### src/rtl/seq_pkg.sv
// Shared definitions for the serial sequence generator/detector path.
// Latency: n/a (types and constants only).
// Backpressure: n/a.
package seq_pkg;

    // FSM state encoding, shared by the generator and anything decoding its state
    typedef enum logic [1:0] {
        S_IDLE = 2'b00,
        S_SEND = 2'b01,
        S_GAP  = 2'b10,
        S_DONE = 2'b11
    } seq_state_t;

    // Default geometry of the generator
    localparam int DEF_PAT_W = 8;
    localparam int DEF_LEN_W = 4;
    localparam int DEF_CNT_W = 4;

    // Canonical detector pattern, also used by the detector benches
    localparam logic [2:0] SEQ_001     = 3'b001;
    localparam int         SEQ_001_LEN = 3;

endpackage

### src/rtl/seq_down_cnt.sv
// Loadable down-counter with zero/one flags for the sequence generator.
// Latency: count updates one cycle after load/dec; flags follow count combinationally.
// Backpressure: none; load has priority over dec.
module seq_down_cnt #(
    parameter int W = 4
) (
    input  logic         clk,
    input  logic         reset,
    input  logic         load,
    input  logic         dec,
    input  logic [W-1:0] load_val,
    output logic [W-1:0] count,
    output logic         is_zero,
    output logic         is_one
);

    // Count register: load wins over decrement, holds otherwise
    always_ff @(posedge clk) begin
        if (reset) begin
            count <= '0;
        end else if (load) begin
            count <= load_val;
        end else if (dec) begin
            count <= count - W'(1);
        end
    end

    assign is_zero = (count == '0);
    assign is_one  = (count == W'(1));

endmodule

### src/rtl/sequence_gen.sv
// Serial pattern transmitter: sends pattern[len-1:0] MSB-first reps times with gap idle bits.
// Latency: first bit on dout the cycle after start is sampled; done one cycle after the last bit.
// Backpressure: none; start is only sampled in IDLE and is dropped while busy.
module sequence_gen
    import seq_pkg::*;
#(
    parameter int PAT_W = DEF_PAT_W,
    parameter int LEN_W = DEF_LEN_W,
    parameter int CNT_W = DEF_CNT_W
) (
    input  logic             clk,
    input  logic             reset,
    input  logic             start,
    input  logic [PAT_W-1:0] pattern,
    input  logic [LEN_W-1:0] len,
    input  logic [CNT_W-1:0] reps,
    input  logic [CNT_W-1:0] gap,
    output logic             dout,
    output logic             dout_valid,
    output logic             busy,
    output logic             done
);

    seq_state_t       state;
    seq_state_t       nxt_state;

    // Transmission parameters captured at start
    logic [PAT_W-1:0] pat_reg;
    logic [LEN_W-1:0] len_reg;
    logic [CNT_W-1:0] gap_reg;

    // Counter controls and status
    logic             bit_load;
    logic             bit_dec;
    logic [LEN_W-1:0] bit_val;
    logic [LEN_W-1:0] bit_cnt;
    logic             bit_zero;
    logic             bit_one;

    logic             rep_load;
    logic             rep_dec;
    logic [CNT_W-1:0] rep_cnt;
    logic             rep_zero;
    logic             rep_one;

    logic             gap_load;
    logic             gap_dec;
    logic [CNT_W-1:0] gap_cnt;
    logic             gap_zero;
    logic             gap_one;

    logic             len_ok;
    logic             reps_ok;
    logic             accept;
    logic             nxt_bit;

    // Select one pattern bit by a LEN_W-wide index; out-of-range reads as idle level
    function automatic logic pick_bit(input logic [PAT_W-1:0] p,
                                      input logic [LEN_W-1:0] idx);
        logic b;
        b = 1'b1;
        for (int i = 0; i < PAT_W; i++) begin
            if (idx == LEN_W'(i)) begin
                b = p[i];
            end
        end
        return b;
    endfunction

    // A request is only honoured with a length in 1..PAT_W and a non-zero repeat count
    assign len_ok  = (len != '0) && (len <= LEN_W'(PAT_W));
    assign reps_ok = (reps != '0);
    assign accept  = start && len_ok && reps_ok;

    // Bit index within the current repetition
    seq_down_cnt #(.W(LEN_W)) u_bit_cnt (
        .clk      (clk),
        .reset    (reset),
        .load     (bit_load),
        .dec      (bit_dec),
        .load_val (bit_val),
        .count    (bit_cnt),
        .is_zero  (bit_zero),
        .is_one   (bit_one)
    );

    // Repetitions remaining, including the one in progress
    seq_down_cnt #(.W(CNT_W)) u_rep_cnt (
        .clk      (clk),
        .reset    (reset),
        .load     (rep_load),
        .dec      (rep_dec),
        .load_val (reps),
        .count    (rep_cnt),
        .is_zero  (rep_zero),
        .is_one   (rep_one)
    );

    // Idle bits remaining in the current gap
    seq_down_cnt #(.W(CNT_W)) u_gap_cnt (
        .clk      (clk),
        .reset    (reset),
        .load     (gap_load),
        .dec      (gap_dec),
        .load_val (gap_reg),
        .count    (gap_cnt),
        .is_zero  (gap_zero),
        .is_one   (gap_one)
    );

    // Flags and counts that the sequencing does not need
    logic unused_ok;
    assign unused_ok = &{1'b0, bit_one, rep_cnt, rep_zero, gap_cnt, gap_zero};

    // Next-state, counter control and the bit to present next cycle
    always_comb begin
        nxt_state = state;
        bit_load  = 1'b0;
        bit_dec   = 1'b0;
        bit_val   = len_reg - LEN_W'(1);
        rep_load  = 1'b0;
        rep_dec   = 1'b0;
        gap_load  = 1'b0;
        gap_dec   = 1'b0;
        nxt_bit   = 1'b1;
        case (state)
            S_IDLE: begin
                if (accept) begin
                    nxt_state = S_SEND;
                    bit_load  = 1'b1;
                    bit_val   = len - LEN_W'(1);
                    rep_load  = 1'b1;
                    nxt_bit   = pick_bit(pattern, len - LEN_W'(1));
                end
            end
            S_SEND: begin
                if (bit_zero) begin
                    if (rep_one) begin
                        nxt_state = S_DONE;
                    end else if (gap_reg == '0) begin
                        // Back-to-back repetition: restart at the MSB without leaving SEND
                        bit_load = 1'b1;
                        rep_dec  = 1'b1;
                        nxt_bit  = pick_bit(pat_reg, len_reg - LEN_W'(1));
                    end else begin
                        gap_load  = 1'b1;
                        rep_dec   = 1'b1;
                        nxt_state = S_GAP;
                    end
                end else begin
                    bit_dec = 1'b1;
                    nxt_bit = pick_bit(pat_reg, bit_cnt - LEN_W'(1));
                end
            end
            S_GAP: begin
                if (gap_one) begin
                    bit_load  = 1'b1;
                    nxt_state = S_SEND;
                    nxt_bit   = pick_bit(pat_reg, len_reg - LEN_W'(1));
                end else begin
                    gap_dec = 1'b1;
                end
            end
            S_DONE: begin
                nxt_state = S_IDLE;
            end
            default: begin
                nxt_state = S_IDLE;
            end
        endcase
    end

    // State, captured parameters and registered outputs derived from the next state
    always_ff @(posedge clk) begin
        if (reset) begin
            state      <= S_IDLE;
            pat_reg    <= '0;
            len_reg    <= '0;
            gap_reg    <= '0;
            dout       <= 1'b1;
            dout_valid <= 1'b0;
            busy       <= 1'b0;
            done       <= 1'b0;
        end else begin
            state      <= nxt_state;
            dout       <= (nxt_state == S_SEND) ? nxt_bit : 1'b1;
            dout_valid <= (nxt_state == S_SEND);
            busy       <= (nxt_state != S_IDLE);
            done       <= (nxt_state == S_DONE);
            if ((state == S_IDLE) && accept) begin
                pat_reg <= pattern;
                len_reg <= len;
                gap_reg <= gap;
            end
        end
    end

endmodule

### config.mk
export PLATFORM = sky130hd
export DESIGN_NAME = sequence_gen
export DESIGN_NICKNAME = d
export VERILOG_FILES = /design/src/rtl/seq_pkg.sv /design/src/rtl/seq_down_cnt.sv /design/src/rtl/sequence_gen.sv
export SDC_FILE = /design/constraint.sdc
export NUM_CORES = 1
export LEC_CHECK = 0
export ABC_CLOCK_PERIOD_IN_PS = 5800
export BUFFER_PORTS_ARGS = -buffer_cell sky130_fd_sc_hd__clkbuf_2
export CORE_ASPECT_RATIO = 1.5
export CORE_MARGIN = 10
export CORE_UTILIZATION = 42
export DETAILED_ROUTE_END_ITERATION = 12
export PLACE_DENSITY_LB_ADDON = 0.12
export RECOVER_POWER = 50
export SYNTH_ARGS = -nofsm -noshare
export SYNTH_HDL_FRONTEND = slang
export SYNTH_HIERARCHICAL = 1
export SYNTH_SLANG_ARGS = --single-unit
export TNS_END_PERCENT = 1
### constraint.sdc
create_clock -name clk -period 5.8 [get_ports clk]
set_clock_uncertainty 0.05 [all_clocks]
set_input_delay 1.16 -clock clk [delete_from_list [all_inputs] [get_ports clk]]
set_output_delay 1.16 -clock clk [all_outputs]
set_load 0.02 [all_outputs]
==> reports/metrics.csv <==
stage,metric,value,unit
sta,Slew @ Worst Pin,1.249,ns
pwr,Logic pwr share,26.6,%
die,Starting Density,42.92,%
die,core area,4810,um2
pwr,Clk pwr share,28.0,%
die,cell row count,31,
final_layout,Ant. Diodes,0,
place,PortBufs,26,
clocking,Root Driver,clkbuf_8,
clocking,Clock transition at path regs,0.07,ns
drt,vias,1587,
global_routing,total grt overflow,0,
synthesis,Post-Syn Instances,223,
sta,final setup fails,0,
synthesis,Mapped Area,2064,um2
global_routing,GR Util All Layers,11.73,%
clocking,CTS tree,yes,
worst_setup_path,most frequent CP cell,inv_1,
final_layout,fillers,540,
final_layout,cell area after layout,2298,um2
synthesis,Yosys warnings,6,
final_layout,share of cells above drive strength 1,15.32,%
final_layout,max reg flops,8,
final_layout,area delta synth->final,11.33,%
place,HPWL Detailed,3.599,mm
pwr,Flop pwr share,45.5,%
clocking,hold_buf cts,0,
global_routing,pin count of the biggest net entering global routing,33,
clocking,CTS buffer count,5,
worst_setup_path,Critical Path Fanout Max,22,
clocking,H-Tree Depth,2,
drt,ANT nets after route,0,
sta,Final Hold Viols,0,
drt,DRC viols,0,
worst_setup_path,Crit path max-delay family,simple AND/OR/NAND/NOR gates,
drt,Routed wire per std cell,14.82,um
synthesis,Synthesized Nets,259,
global_routing,antenna violations before repair,0,
sta,unrepaired setup endpoints after global routing,false,
worst_setup_path,CP required,5.90,ns
pwr,internal power,435.4,uW
die,I/O pin count,27,
clocking,Sink Count,34,
status,status,completed,
drt,aggregate routed wire length,4.653,mm
sta,Final Cycle Share,63.21,%
clocking,total setup buffers inserted after CTS,0,
die,Die ar.,8178,um2
sta,Max-slew headroom,16.49,%
pwr,sw frac,32.01,%
final_layout,nets@finish,283,
worst_setup_path,Startpoint Class,primary input,
die,Die W,77.25,um
sta,Max Fclk,0.2727,GHz
sta,final critical-path required period,3.666,ns
place,placed inst area,2238,um2
global_routing,first-pass GRT wire length,7.810,mm
place,GP Congestion,0.7868,
job,Max-Cap Viols,0,
sta,max-slew violations,0,
worst_setup_path,CP cell instances,clkbuf_1 > inv_1 > ha_1 > nor2b_1 > xnor2_1 > nand3_1 > inv_1 > mux2i_1 > nor2_1,
pwr,Psw,205.0,uW
final_layout,footprint of the multi-input gates,1237,um2
worst_setup_path,"Buf+Inv Stages, Crit Path",3,
clocking,Clock Latency Late Sink,0.28,ns
final_layout,register area,680.7,um2
synthesis,post-synthesis area per instance,9.258,um2
clocking,Resized cells post-CTS,0,
drt,Pre-antenna DRT Iters,4,
worst_setup_path,Crit path arrival time,3.76,ns
worst_setup_path,CP peak stage delay,0.89,ns
worst_setup_path,critical path class,in2reg,
worst_setup_path,critical path's slowest cell,nand3_1,
pwr,P_leak,0.001046,uW
sta,final setup TNS,0,ns
drt,initial DRC count,53,
pwr,power density over the cells,278.6,nW/um2
drt,vias per std cell,5.054,
die,chip height,105.9,um
global_routing,vias in the first global route,1618,
worst_setup_path,Critical Path Sink Type,flop,
pwr,peak supply drop,0.1524,mV
hold_path,Hold WC Path Type,reg2reg,
clocking,Max Root-Sink Buffers,2,
## worst min-delay path, delay by kind of cell, from the launching register on
family           cells  cell delay (ns)
AO/OA/AOI/OAI        1             0.05
AND/OR/NAND/NOR      1             0.07
flip-flops           1             0.34
## power groups by stage
| stage | sequential [uW] | combinational, uW | clock (uW) |
|---|---|---|---|
| floorplan | 290 | 137 | 0 |
| global placement | 296 | 175 | 0 |
| detailed placement | 297 | 175 | 0 |
| CTS | 292 | 176 | 185 |
| global route | 296 | 193 | 193 |
| finish | 291 | 170 | 179 |
## stage by stage
stage	total power [uW]	setup WS [ns]	std cells	hold slack, ns	util (%)
2_1_floorplan	426.7	2.980	223	0.4020	-
3_3_place_gp	471.3	2.340	306	0.4343	46.54
3_5_place_dp	471.9	2.278	306	0.4417	46.54
4_1_cts	652.3	2.590	314	0.4509	48.44
5_1_grt	681.0	1.886	314	0.5182	47.79
6_report	640.5	2.134	314	0.4537	47.79
## cell type report
class	instances	share of cell area [%]
Clock inverter	1	0.2177
Tap cell	66	3.593
Inverter	20	3.266
Multi-Input combinational cell	159	53.84
Clock buffer	7	3.756
Sequential cell	34	29.61
Timing Repair Buffer	27	5.716
## path summary, 6_finish.rpt
check | startpoint | slack [ns] | end | cells after the start
setup / recovery | len[0] | 2.13 | u_rep_cnt/count[0]$_SDFFE_PP0P_ | 9
hold / removal | gap_reg[1]$_SDFFE_PP0P_ | 0.45 | u_gap_cnt/count[1]$_SDFFE_PP0P_ | 2
setup reg to reg | state[0]$_SDFF_PP0_ | 3.30 | u_rep_cnt/count[0]$_SDFFE_PP0P_ | 5
hold reg to reg | gap_reg[1]$_SDFFE_PP0P_ | 0.45 | u_gap_cnt/count[1]$_SDFFE_PP0P_ | 2
## routing by layer
layer	vias up	wire, um	track usage (%)
met5	-	0	0
met4	0	104	4.974
met3	8	188	3.146
met2	28	2444	20.98
met1	733	1916	12.59
li1	818	-	-
## placed cells by master (no fill, tap or decap), types with 2 or more instances in the layout
cell type and n:
mux4_2 2, mux2i_1 25, xor2_1 8, clkbuf_2 21, ha_1 13, clkbuf_8 6, nor3_1 4, nor4b_4 3
inv_1 20, nor4_1 2, a31oi_1 2, a211o_1 4, a32oi_1 2, nand3_1 3, a211oi_1 3, dfxtp_1 34
xnor2_1 6, o21a_1 6, a21oi_1 13, nor3b_1 5, nor2_1 29, and3b_1 2, nand2_1 11, clkbuf_1 6
Power figures use the tool's default switching activity.
